<file path="config.mk">
export PLATFORM = sky130hd
export DESIGN_NAME = ebreak_halt_ctrl_flat
export DESIGN_NICKNAME = d
export VERILOG_FILES = /design/src/rtl/ebreak_halt_ctrl_pkg.sv /design/src/rtl/ebreak_halt_ctrl_if.sv /design/src/rtl/ebreak_halt_ctrl_watchdog.sv /design/src/rtl/ebreak_halt_ctrl.sv /design/src/flat_wrapper.sv
export SDC_FILE = /design/constraint.sdc
export NUM_CORES = 1
export LEC_CHECK = 0
export ABC_AREA = 1
export ABC_CLOCK_PERIOD_IN_PS = 8000
export CAP_MARGIN = 5
export CELL_PAD_IN_SITES_DETAIL_PLACEMENT = 1
export CELL_PAD_IN_SITES_GLOBAL_PLACEMENT = 1
export CORE_MARGIN = 3
export CORE_UTILIZATION = 29
export CTS_CLUSTER_DIAMETER = 150
export DETAILED_ROUTE_END_ITERATION = 10
export PLACE_DENSITY_LB_ADDON = 0.2
export SLEW_MARGIN = 30
export SYNTH_ARGS = -nofsm -noshare
export SYNTH_HDL_FRONTEND = slang
export SYNTH_SLANG_ARGS = --single-unit
</file>
<file path="constraint.sdc">
create_clock -name clk -period 8 [get_ports clk]
set_clock_uncertainty 0.2 [all_clocks]
set_input_delay 0.8 -clock clk [delete_from_list [all_inputs] [get_ports clk]]
set_output_delay 0.8 -clock clk [all_outputs]
set_load 0.05 [all_outputs]
</file>
<file path="src/rtl/ebreak_halt_ctrl_pkg.sv">
// Shared NPC definitions used by the ebreak halt sequencer: halt state encoding,
// the ebreak opcode and the default watchdog exit code.
package npc_pkg;

  typedef enum logic [1:0] {
    HS_RUN    = 2'd0,
    HS_DRAIN  = 2'd1,
    HS_NOTIFY = 2'd2,
    HS_HALTED = 2'd3
  } halt_state_e;

  localparam logic [31:0] EBREAK_INSN   = 32'h0010_0073;
  localparam logic [31:0] WDOG_CODE_DEF = 32'h0000_DEAD;

  // Counter width able to hold 0..n; never narrower than one bit.
  function automatic int unsigned cnt_w(input int unsigned n);
    return (n < 1) ? 1 : $clog2(n + 1);
  endfunction

endpackage

</file>
<file path="src/rtl/ebreak_halt_ctrl_if.sv">
// Commit-side inputs and halt-record handshake between the core, the halt
// sequencer and the DPI ebreak wrapper.
interface ebreak_halt_ctrl_if #(
  parameter int unsigned XLEN = 32
);
  logic            commit_valid;
  logic            commit_ebreak;
  logic [XLEN-1:0] commit_pc;
  logic [XLEN-1:0] a0_val;
  logic            lsu_idle;
  logic            fetch_stall;
  logic            notify_valid;
  logic            notify_ready;
  logic [XLEN-1:0] notify_code;
  logic [XLEN-1:0] notify_pc;
  logic            notify_wdog;
  logic            halted;

  // Core / wrapper side.
  modport master (
    output commit_valid, commit_ebreak, commit_pc, a0_val, lsu_idle, notify_ready,
    input  fetch_stall, notify_valid, notify_code, notify_pc, notify_wdog, halted
  );

  // Halt sequencer side.
  modport slave (
    input  commit_valid, commit_ebreak, commit_pc, a0_val, lsu_idle, notify_ready,
    output fetch_stall, notify_valid, notify_code, notify_pc, notify_wdog, halted
  );
endinterface

</file>
<file path="src/rtl/ebreak_halt_ctrl_watchdog.sv">
// No-commit watchdog: saturating counter cleared by any commit, frozen when
// disabled, pulsing expire on the cycle that would complete WDOG_CYC idle cycles.
module halt_watchdog
  import npc_pkg::*;
#(
  parameter int unsigned WDOG_CYC = 4096
) (
  input  logic clk,
  input  logic rst,
  input  logic en,
  input  logic clr,
  output logic expire
);
  localparam int unsigned CW = cnt_w(WDOG_CYC);

  logic [CW-1:0] cnt;

  always_ff @(posedge clk or posedge rst) begin
    if (rst) begin
      cnt <= '0;
    end else if (en) begin
      if (clr)
        cnt <= '0;
      else if (cnt != CW'(WDOG_CYC))
        cnt <= cnt + CW'(1);
    end
  end

  // WDOG_CYC == 0 disables the watchdog entirely.
  assign expire = (WDOG_CYC != 0) && en && !clr && (cnt == CW'(WDOG_CYC - 1));

endmodule

</file>
<file path="src/rtl/ebreak_halt_ctrl.sv">
// Halt sequencer for a committed ebreak (or watchdog expiry): freeze fetch,
// drain the LSU, hand code/PC to the DPI wrapper, then stay halted until reset.
module ebreak_halt_ctrl
  import npc_pkg::*;
#(
  parameter int unsigned     XLEN      = 32,
  parameter int unsigned     DRAIN_CYC = 2,
  parameter int unsigned     WDOG_CYC  = 4096,
  parameter logic [XLEN-1:0] WDOG_CODE = XLEN'(WDOG_CODE_DEF)
) (
  input  logic               clk,
  input  logic               rst,
  ebreak_halt_ctrl_if.slave  hif
);
  localparam int unsigned DW = cnt_w(DRAIN_CYC);

  halt_state_e     st;
  logic [DW-1:0]   dcnt;
  logic [XLEN-1:0] last_pc;
  logic [XLEN-1:0] cap_code;
  logic [XLEN-1:0] cap_pc;
  logic            cap_wdog;
  logic            stall_q;
  logic            valid_q;
  logic            halted_q;
  logic            ebrk;
  logic            wd_exp;
  logic            drain_done;

  assign ebrk = hif.commit_valid & hif.commit_ebreak;

  halt_watchdog #(.WDOG_CYC(WDOG_CYC)) u_wdog (
    .clk    (clk),
    .rst    (rst),
    .en     (st == HS_RUN),
    .clr    (hif.commit_valid),
    .expire (wd_exp)
  );

  // Drain finishes on the cycle the idle streak would reach DRAIN_CYC.
  always_comb begin
    drain_done = 1'b0;
    if (DRAIN_CYC == 0)
      drain_done = 1'b1;
    else
      drain_done = hif.lsu_idle && (dcnt == DW'(DRAIN_CYC - 1));
  end

  always_ff @(posedge clk or posedge rst) begin
    if (rst) begin
      st       <= HS_RUN;
      dcnt     <= '0;
      last_pc  <= '0;
      cap_code <= '0;
      cap_pc   <= '0;
      cap_wdog <= 1'b0;
      stall_q  <= 1'b0;
      valid_q  <= 1'b0;
      halted_q <= 1'b0;
    end else begin
      case (st)
        HS_RUN: begin
          if (hif.commit_valid)
            last_pc <= hif.commit_pc;
          // A commit also clears the watchdog, so ebreak takes precedence.
          if (ebrk) begin
            cap_code <= hif.a0_val;
            cap_pc   <= hif.commit_pc;
            cap_wdog <= 1'b0;
            st       <= HS_DRAIN;
            stall_q  <= 1'b1;
            dcnt     <= '0;
          end else if (wd_exp) begin
            cap_code <= WDOG_CODE;
            cap_pc   <= last_pc;
            cap_wdog <= 1'b1;
            st       <= HS_DRAIN;
            stall_q  <= 1'b1;
            dcnt     <= '0;
          end
        end
        HS_DRAIN: begin
          if (drain_done) begin
            st      <= HS_NOTIFY;
            valid_q <= 1'b1;
            dcnt    <= '0;
          end else begin
            dcnt <= hif.lsu_idle ? dcnt + DW'(1) : '0;
          end
        end
        HS_NOTIFY: begin
          if (hif.notify_ready) begin
            st       <= HS_HALTED;
            valid_q  <= 1'b0;
            halted_q <= 1'b1;
          end
        end
        HS_HALTED: ;
        default: st <= HS_RUN;
      endcase
    end
  end

  assign hif.fetch_stall  = stall_q;
  assign hif.notify_valid = valid_q;
  assign hif.halted       = halted_q;
  assign hif.notify_code  = cap_code;
  assign hif.notify_pc    = cap_pc;
  assign hif.notify_wdog  = cap_wdog;

endmodule
</file>
<file path="src/flat_wrapper.sv">
// flat-port wrapper written by rule: the top's interface ports become plain ports
module ebreak_halt_ctrl_flat import npc_pkg::*;
#(
  parameter int unsigned     XLEN      = 32,
  parameter int unsigned     DRAIN_CYC = 2,
  parameter int unsigned     WDOG_CYC  = 4096,
  parameter logic [XLEN-1:0] WDOG_CODE = XLEN'(WDOG_CODE_DEF)
)
  (clk, rst, hif_commit_valid, hif_commit_ebreak, hif_commit_pc, hif_a0_val, hif_lsu_idle, hif_notify_ready, hif_fetch_stall, hif_notify_valid, hif_notify_code, hif_notify_pc, hif_notify_wdog, hif_halted);
  ebreak_halt_ctrl_if #(.XLEN(XLEN)) hif_i ();
  input  logic clk;
  input  logic rst;
  input wire logic [$bits(hif_i.commit_valid)-1:0] hif_commit_valid;
  input wire logic [$bits(hif_i.commit_ebreak)-1:0] hif_commit_ebreak;
  input wire logic [$bits(hif_i.commit_pc)-1:0] hif_commit_pc;
  input wire logic [$bits(hif_i.a0_val)-1:0] hif_a0_val;
  input wire logic [$bits(hif_i.lsu_idle)-1:0] hif_lsu_idle;
  input wire logic [$bits(hif_i.notify_ready)-1:0] hif_notify_ready;
  output wire logic [$bits(hif_i.fetch_stall)-1:0] hif_fetch_stall;
  output wire logic [$bits(hif_i.notify_valid)-1:0] hif_notify_valid;
  output wire logic [$bits(hif_i.notify_code)-1:0] hif_notify_code;
  output wire logic [$bits(hif_i.notify_pc)-1:0] hif_notify_pc;
  output wire logic [$bits(hif_i.notify_wdog)-1:0] hif_notify_wdog;
  output wire logic [$bits(hif_i.halted)-1:0] hif_halted;
  assign hif_i.commit_valid = hif_commit_valid;
  assign hif_i.commit_ebreak = hif_commit_ebreak;
  assign hif_i.commit_pc = hif_commit_pc;
  assign hif_i.a0_val = hif_a0_val;
  assign hif_i.lsu_idle = hif_lsu_idle;
  assign hif_i.notify_ready = hif_notify_ready;
  assign hif_fetch_stall = hif_i.fetch_stall;
  assign hif_notify_valid = hif_i.notify_valid;
  assign hif_notify_code = hif_i.notify_code;
  assign hif_notify_pc = hif_i.notify_pc;
  assign hif_notify_wdog = hif_i.notify_wdog;
  assign hif_halted = hif_i.halted;
  ebreak_halt_ctrl #(.XLEN(XLEN), .DRAIN_CYC(DRAIN_CYC), .WDOG_CYC(WDOG_CYC), .WDOG_CODE(WDOG_CODE)) u_core (.clk(clk), .rst(rst), .hif(hif_i));
endmodule
</file>
==> results summary, run 1 <==
The path class of the tightest hold or removal check is reg2reg. The run finished with clean final reports. The leakage power figure came out at 3.63 nW. The chip height came out at 143 um.

The number of clock sinks seen by CTS is 117. Setup repair after global routing left no endpoint under its margin. The number of clock buffers inserted by TritonCTS is 17. The insertion delay to the later sink of the worst-skew pair came out at 0.41 ns. The cell area after placement came out at 6920 um^2. The number of synthesis warnings came out at 0. The number of buffers and inverters on the critical path came out at 3. The smallest clock period supported by the final layout is computed as 2.98 ns. The number of nets with antenna violations after routing is 0.

The number of flip-flops and latches in the synthesized netlist came out at 117. The most numerous cell type found on the critical path is nand2_1. The row count came out at 49.

The total global routing track utilization is 16.4%. The placeable core region is 18100 um^2. The power density of the placed cells came out at 417 nW/um^2. The initial antenna violation count is 0. The worst setup path is launched from an input port.

The final setup violation count came out at 0. The final critical-path setup slack is 5.02 ns. The share of the cycle needed by the critical path after routing came out at 37.2%. The worst-case vdd ir drop came out at 0.166 mV.

The maximum net fanout on the critical path came out at 65. The largest net degree at the start of global routing came out at 78. In the routed design, unresolved DRC markers number 0.

The deepest clock path buffer count is 2. The signal on the critical path passes through clkdlybuf4s50_1 -> nand2_2 -> buf_4 -> inv_1 -> nor2_1 -> nand2_1 -> nand2_1 -> nand2_1 -> nand2_1. The first global-routing pass estimated 27.0 mm of wire. The horizontal die dimension is 143 um. The number of hold buffers added after CTS was 0. The clock tree from TritonCTS is yes.

The iteration-0 DRC count of the detailed router is 206. The number of endpoints with negative hold slack in the final report was 0. The worst path required time came out at 8.15 ns. The root cell of the clock tree is clkbuf_16. The post-route cell area is 7510 um^2. The number of buffers added for setup after CTS is 0. The final HPWL from detailed placement came out at 10.9 mm. In the layout the commonest cells are nand2_1, clkdlybuf4s50_1, dfrtp_1, nand3_1, o21ai_0. The initial core utilization came out at 29.8%.

The vias after detailed routing came out at 4877. The area growth from synthesis to layout is 38.7%. The antenna diode count came out at 0. The transition time at the pin with the least slew margin is 0.790 ns.

The number of top-level pins is 138. Data on the critical path arrives at its endpoint at 3.13 ns. After synthesis, the cell types taking the most area are dfrtp_1, nand2_1, nand3_1.

At the end of routability-driven placement, the weighted congestion stood at 0.832. The die covers 20400 um^2. The fraction of layout instances using a drive strength above 1 came out at 4.98%. The class of the most critical setup path is in2reg.

The share of the core filled with cells is 41.4%. The tool flagged a number of max-cap violations equal to 0. The via count of the first global-routing pass is 5380. For this run the aggregate overflow at the end of global routing stands at 0. The final layout contains 872 nets. After technology mapping, the gate count stands at 673. The number of gates given a new drive strength after cts is 0. The top cell type by total area after synthesis is dfrtp_1.

Among all stages on the critical path, the largest delay is contributed by clkdlybuf4s50_1. The fraction of synthesized cell area taken by the top area cell type is 54.1%. The maximum operating frequency came out at 336 MHz. The count of buffers added on input and output ports is 137. The post-detailed-routing wire length came out at 16.1 mm. Grouping stages by cell kind, the critical path spends the most delay in buffers and inverters. The netlist area before placement came out at 5420 um^2. The worst max-slew margin expressed relative to the limit came out at 47.3%. The average via count per standard cell came out at 4.73. Hold is met by 0.265 ns. The mean instance size in the synthesized netlist came out at 8.05 um^2. The distinct cell type count of the synthesized netlist came out at 20. The number of optimization iterations in the first detailed-route pass is 4.

STA classifies the critical path endpoint as a register. After synthesis, flip-flops and latches occupy 54.1% of the total area. Prior to clock tree synthesis, the placed netlist has a worst setup slack of 4.62 ns. For this run, the slowest stage of the critical path takes 0.61 ns. The post-detailed-route wirelength per cell is 15.6 um. The setup TNS is 0 ns. The clock slew seen by the registers of the worst setup and hold paths is 0.05 ns.

Leaving out fill and tap cells, the most frequent cell in the layout is nand2_1. CTS built an H-tree with a depth of 4. The number of nets in the synthesized netlist is 751.

The final max-slew violation count came to 0.
[layout make-up]
class                   instances  area (um^2)
fillers                      2156        10600
repair buffers                141         1410
inverters                      52          198
flip-flops and latches        117         2930
clock buffers                  23          478
multi-input cells             465         2120
clock inverters                 5          100
well taps                     229          287
[per-layer routing]
layer	vias up	global-route usage, %	wire length [um]
li1	2380	-	-
met1	2374	20.4	7220
met4	0	4.75	196
met3	15	4.05	754
met5	-	0	0
met2	108	28.4	7970
[kinds of logic (layout without fill, tap and decap cells)]
logic type / after synthesis / in the layout / share of synthesized area, %
xor+xnor: 6 / 6 / 0.970
compound gates: 75 / 75 / 6.98
simple gates: 376 / 376 / 28.9
flops: 117 / 117 / 54.1
buf+inv: 91 / 221 / 7.30
fa+ha+maj: 8 / 8 / 1.85
[registers in the layout, summed over array words and instances (netlist names), 2 cells and up]
register,count
u_core.hif.notify_code,32
u_core.hif.notify_pc,32
u_core.last_pc,32
u_core.u_wdog.cnt,13
u_core.dcnt,2
u_core.st,2
[path summary, 6_finish.rpt]
kind,start,endpoint,slack (ns),cells after the start
min in group asynchronous,rst,u_core.hif.notify_pc[23],0.61,2
worst max register to register,u_core.st[1],u_core.st[1],5.19,10
worst max-delay path,hif_commit_valid,u_core.st[1],5.02,9
max in group asynchronous,rst,u_core.last_pc[4],5.87,3
worst min register to register,u_core.hif.halted,u_core.hif.halted,0.26,1
worst min-delay path,u_core.hif.halted,u_core.hif.halted,0.26,1
[where the power goes]
part | internal (mW) | switching, mW | total (mW)
Sequential | 0.834 | 0.151 | 0.985
Combinational | 0.450 | 0.937 | 1.39
Clock | 0.506 | 0.255 | 0.761
[synthesized netlist by cell type, drive strengths merged]
cell	instances
ha	8
nand3	90
nand2	219
dfrtp	117
nand4	7
o21ai	74
buf	17
clkbuf	22
nor3	3
a21o	1
nor2	55
or2	2
inv	52
xor2	6
[metrics by stage]
step	instances	power (mW)
floorplan	673	1.89
global placement	1004	2.34
detailed placement	1004	2.39
CTS	1032	3.17
global route	1032	3.33
finish	1032	3.13
Note: power is estimated with default switching activity, not from simulation.
==> inputs of run 2 (changes only) <==
--- a/config.mk
+++ b/config.mk
@@ -6,7 +6,7 @@
 export NUM_CORES = 1
 export LEC_CHECK = 0
 export ABC_AREA = 1
-export ABC_CLOCK_PERIOD_IN_PS = 8000
+export ABC_CLOCK_PERIOD_IN_PS = 2400
 export CAP_MARGIN = 5
 export CELL_PAD_IN_SITES_DETAIL_PLACEMENT = 1
 export CELL_PAD_IN_SITES_GLOBAL_PLACEMENT = 1
==> constraint.sdc (replaced) <==
create_clock -name clk -period 2.4 [get_ports clk]
set_clock_uncertainty 0.2 [all_clocks]
set_input_delay 0.24 -clock clk [delete_from_list [all_inputs] [get_ports clk]]
set_output_delay 0.24 -clock clk [all_outputs]
set_load 0.05 [all_outputs]
==> run 2 against run 1 <==
  * Worst setup slack got worse by 4.7 ns
  * Via count increased by 2.4%
  * Sequential power increased to 3.3 times the previous value
  * Non-clock buffer count increased by 15
  * Clock-buffer cell count decreased by 3
  * Sequential share of layout area decreased by 0.86 points
  * Worst hold slack got worse by 0.072 ns
  * Critical endpoint is now u_core.hif.notify_pc[13]
==> results summary, run 2 (synthesis gave the netlist of run 1 again) <==
The run finished with clean final reports. The worst setup path is launched from a register. The count of filler cells inserted in the layout is 2155 (-0.046%). The minimum clock period after layout came out at 2.13 ns. The number of max-cap violations is 0 (unchanged). The cell area after placement is 7060 um^2 (+2.0%). The final setup violation count came to 0 (unchanged). The area of the die was 20400 um^2 (unchanged). The count of hold-fix buffers inserted at cts is 1 (+1). The worst path required time came out at 2.55 ns (-5.60 ns). TritonCTS built the clock tree. The via count of the first global-routing pass came out at 5456 (+1.4%). The leakage power figure is 3.71 nW (+2.3%). The vias after detailed routing came to 4996 (+2.4%). The initial core utilization is 29.8% (unchanged). The worst-case hold slack came out at 0.192 ns (-0.0722 ns). The total global routing track utilization was 16.6% (+0.21 points). The area of combinational cells with multiple inputs is 2100 um^2 (-0.59%). The horizontal die dimension is 143 um (unchanged). The post-detailed-route wirelength per cell was 15.5 um (-0.77%).

The total placed cells including tap cells is 1018 (+1.4%). The number of clock buffers inserted by TritonCTS came to 17 (unchanged). The share of the cycle needed by the critical path after routing is 88.7%. The number of cells in the finished layout apart from fillers came out at 1051 (+1.8%). In this run the critical register-to-register path is captured at u_core.hif.notify_pc[13]. The global-route congestion overflow total came out at 0 (unchanged).

The insertion delay to the later sink of the worst-skew pair came out at 0.41 ns (about the same). The setup TNS came out at 0 ns (unchanged). The DRC violations left came out at 0 (unchanged). The post-layout net count came out at 887 (+1.7%). The chip height is 143 um (unchanged). The leading cell type in the layout, fill and taps excluded is nand2_1.

The number of clock sinks seen by CTS is 117 (unchanged). The row count came out at 49 (unchanged). The power density of the placed cells is 1380 nW/um^2 (+230%).

Setup repair after global routing left no endpoint under its margin. The internal reg-to-reg setup slack came out at 0.27 ns (-4.92 ns). The number of optimization iterations in the first detailed-route pass is 4 (unchanged). The placeable core region came to 18100 um^2 (unchanged). The placer's final routability congestion estimate was 0.832 (about the same).

The transition time at the pin with the least slew margin came out at 0.604 ns (-0.186 ns). The final HPWL from detailed placement is 11.4 mm (+4.3%). The iteration-0 DRC count of the detailed router is 223 (+8.3%). The number of buffers added for setup after CTS came to 0 (unchanged). The number of endpoints with negative hold slack in the final report came out at 0 (unchanged). The clock slew seen by the registers of the worst setup and hold paths is 0.06 ns (about the same). The worst max-slew margin expressed relative to the limit is 59.6% (+12 points). STA classifies the critical path endpoint as a register. The deepest clock path buffer count came to 2 (unchanged). The count of port buffers added during placement came to 137 (unchanged). The number of nets with antenna violations after routing is 0 (unchanged).

The maximum net fanout on the critical path is 24 (-63%). The register area came to 2930 um^2 (unchanged). The number of top-level pins came out at 138 (unchanged).

The area growth from synthesis to layout is 41.8%. The post-route cell area came out at 7680 um^2 (+2.3%). The root cell of the clock tree is clkbuf_16.

The H-tree depth reported by CTS came out at 4 (unchanged). The average via count per standard cell came out at 4.75 (+0.59%). The first-pass GRT wire length is 27.4 mm (+1.5%).

The depth of the worst register-to-register path came to 10 (unchanged). The antenna diode count came out at 0 (unchanged). The worst setup path is of the reg2reg kind. The number of gates given a new drive strength after cts came to 0 (unchanged). In this run the worst hold path is classified as in2reg. The startpoint identified for the worst hold timing path is hif_a0_val[23]. For hold timing, the worst endpoint is u_core.hif.notify_code[23]. The library cells used most frequently in the layout, excluding fill and tap cells, are nand2_1, clkdlybuf4s50_1, dfrtp_1, nand3_1, o21ai_0. The fraction of layout instances using a drive strength above 1 came out at 7.18% (+2.2 points). The largest net degree at the start of global routing came out at 74 (-5.1%).

The worst register-to-register path begins at u_core.u_wdog.cnt[0]. The initial antenna violation count is 0 (unchanged). The worst-case vdd ir drop is 0.614 mV (+270%). The post-detailed-routing wire length is 16.3 mm (+1.1%). The final max-slew violation count is 0 (unchanged).

Static timing analysis puts the maximum clock frequency at 470 MHz. The data arrival time at the worst-slack endpoint is 2.28 ns (-0.85 ns). The depth of the worst hold-timing path came out at 3 (+2).
-- run 2: layout make-up --
cell class | instances | area share, %
multi-input combinational | 465 | 27.4
inverter | 52 | 2.59
sequential | 117 | 38.1
clock inverter | 12 | 2.00
timing repair buffer | 156 | 20.2
tap | 229 | 3.73
clock buffer | 20 | 5.95
-- run 2: how the worst max path moves through the flow --
stage                     depth (start not counted)                        to  slack (ns)                 start
after floorplan                                   1            u_core.dcnt[0]        0.53                   rst
after global placement                            6            u_core.dcnt[1]        0.33      hif_commit_valid
after detailed placement                          6            u_core.dcnt[0]        0.21      hif_commit_valid
after CTS                                         8            u_core.dcnt[0]        0.24          u_core.st[0]
after global routing                             10  u_core.hif.notify_pc[10]        0.07  u_core.u_wdog.cnt[0]
final                                            10  u_core.hif.notify_pc[13]        0.27  u_core.u_wdog.cnt[0]
-- run 2: through the flow --
step	setup slack, ns	power (mW)	utilization (%)
after floorplan	0.533	6.32	-
after global placement	0.328	7.89	38.9
after detailed placement	0.212	8.07	38.9
after CTS	0.239	10.8	42.3
after global routing	0.0697	11.3	42.3
final	0.271	10.6	42.3
-- run 2: critical path: stages (launching register included) --
cell     delay, ns
dfrtp_1       0.49
ha_1          0.31
inv_1         0.06
nor2_1        0.10
nand2_1       0.12
inv_2         0.09
nand3_2       0.09
nand2_2       0.11
buf_4         0.30
nand2_1       0.11
nand2_1       0.08
-- run 2: per-layer routing --
| metal | routed length, um | part of all wire (%) | track usage, % | up-vias |
|---|---|---|---|---|
| li1 | - | - | - | 2409 |
| met1 | 7190 | 44 | 20.5 | 2441 |
| met2 | 8100 | 50 | 28.8 | 121 |
| met3 | 697 | 4.3 | 3.62 | 25 |
| met4 | 327 | 2.0 | 5.75 | 0 |
| met5 | 0 | 0 | 0 | - |
-- run 2: power by group --
part	total [mW]	switching (mW)	internal [mW]
Combinational	4.70	3.12	1.58
Sequential	3.29	0.514	2.78
Clock	2.61	0.928	1.68
Total	10.6	4.56	6.04
==> inputs of run 3 (changes only) <==
--- a/config.mk
+++ b/config.mk
@@ -14,6 +14,7 @@
 export CORE_UTILIZATION = 29
 export CTS_CLUSTER_DIAMETER = 150
 export DETAILED_ROUTE_END_ITERATION = 10
+export GPL_ROUTABILITY_DRIVEN = 1
 export PLACE_DENSITY_LB_ADDON = 0.2
 export SLEW_MARGIN = 30
 export SYNTH_ARGS = -nofsm -noshare
==> results of run 3 <==
Same layout as run 2: the final DEF is identical, and so are final timing and power.
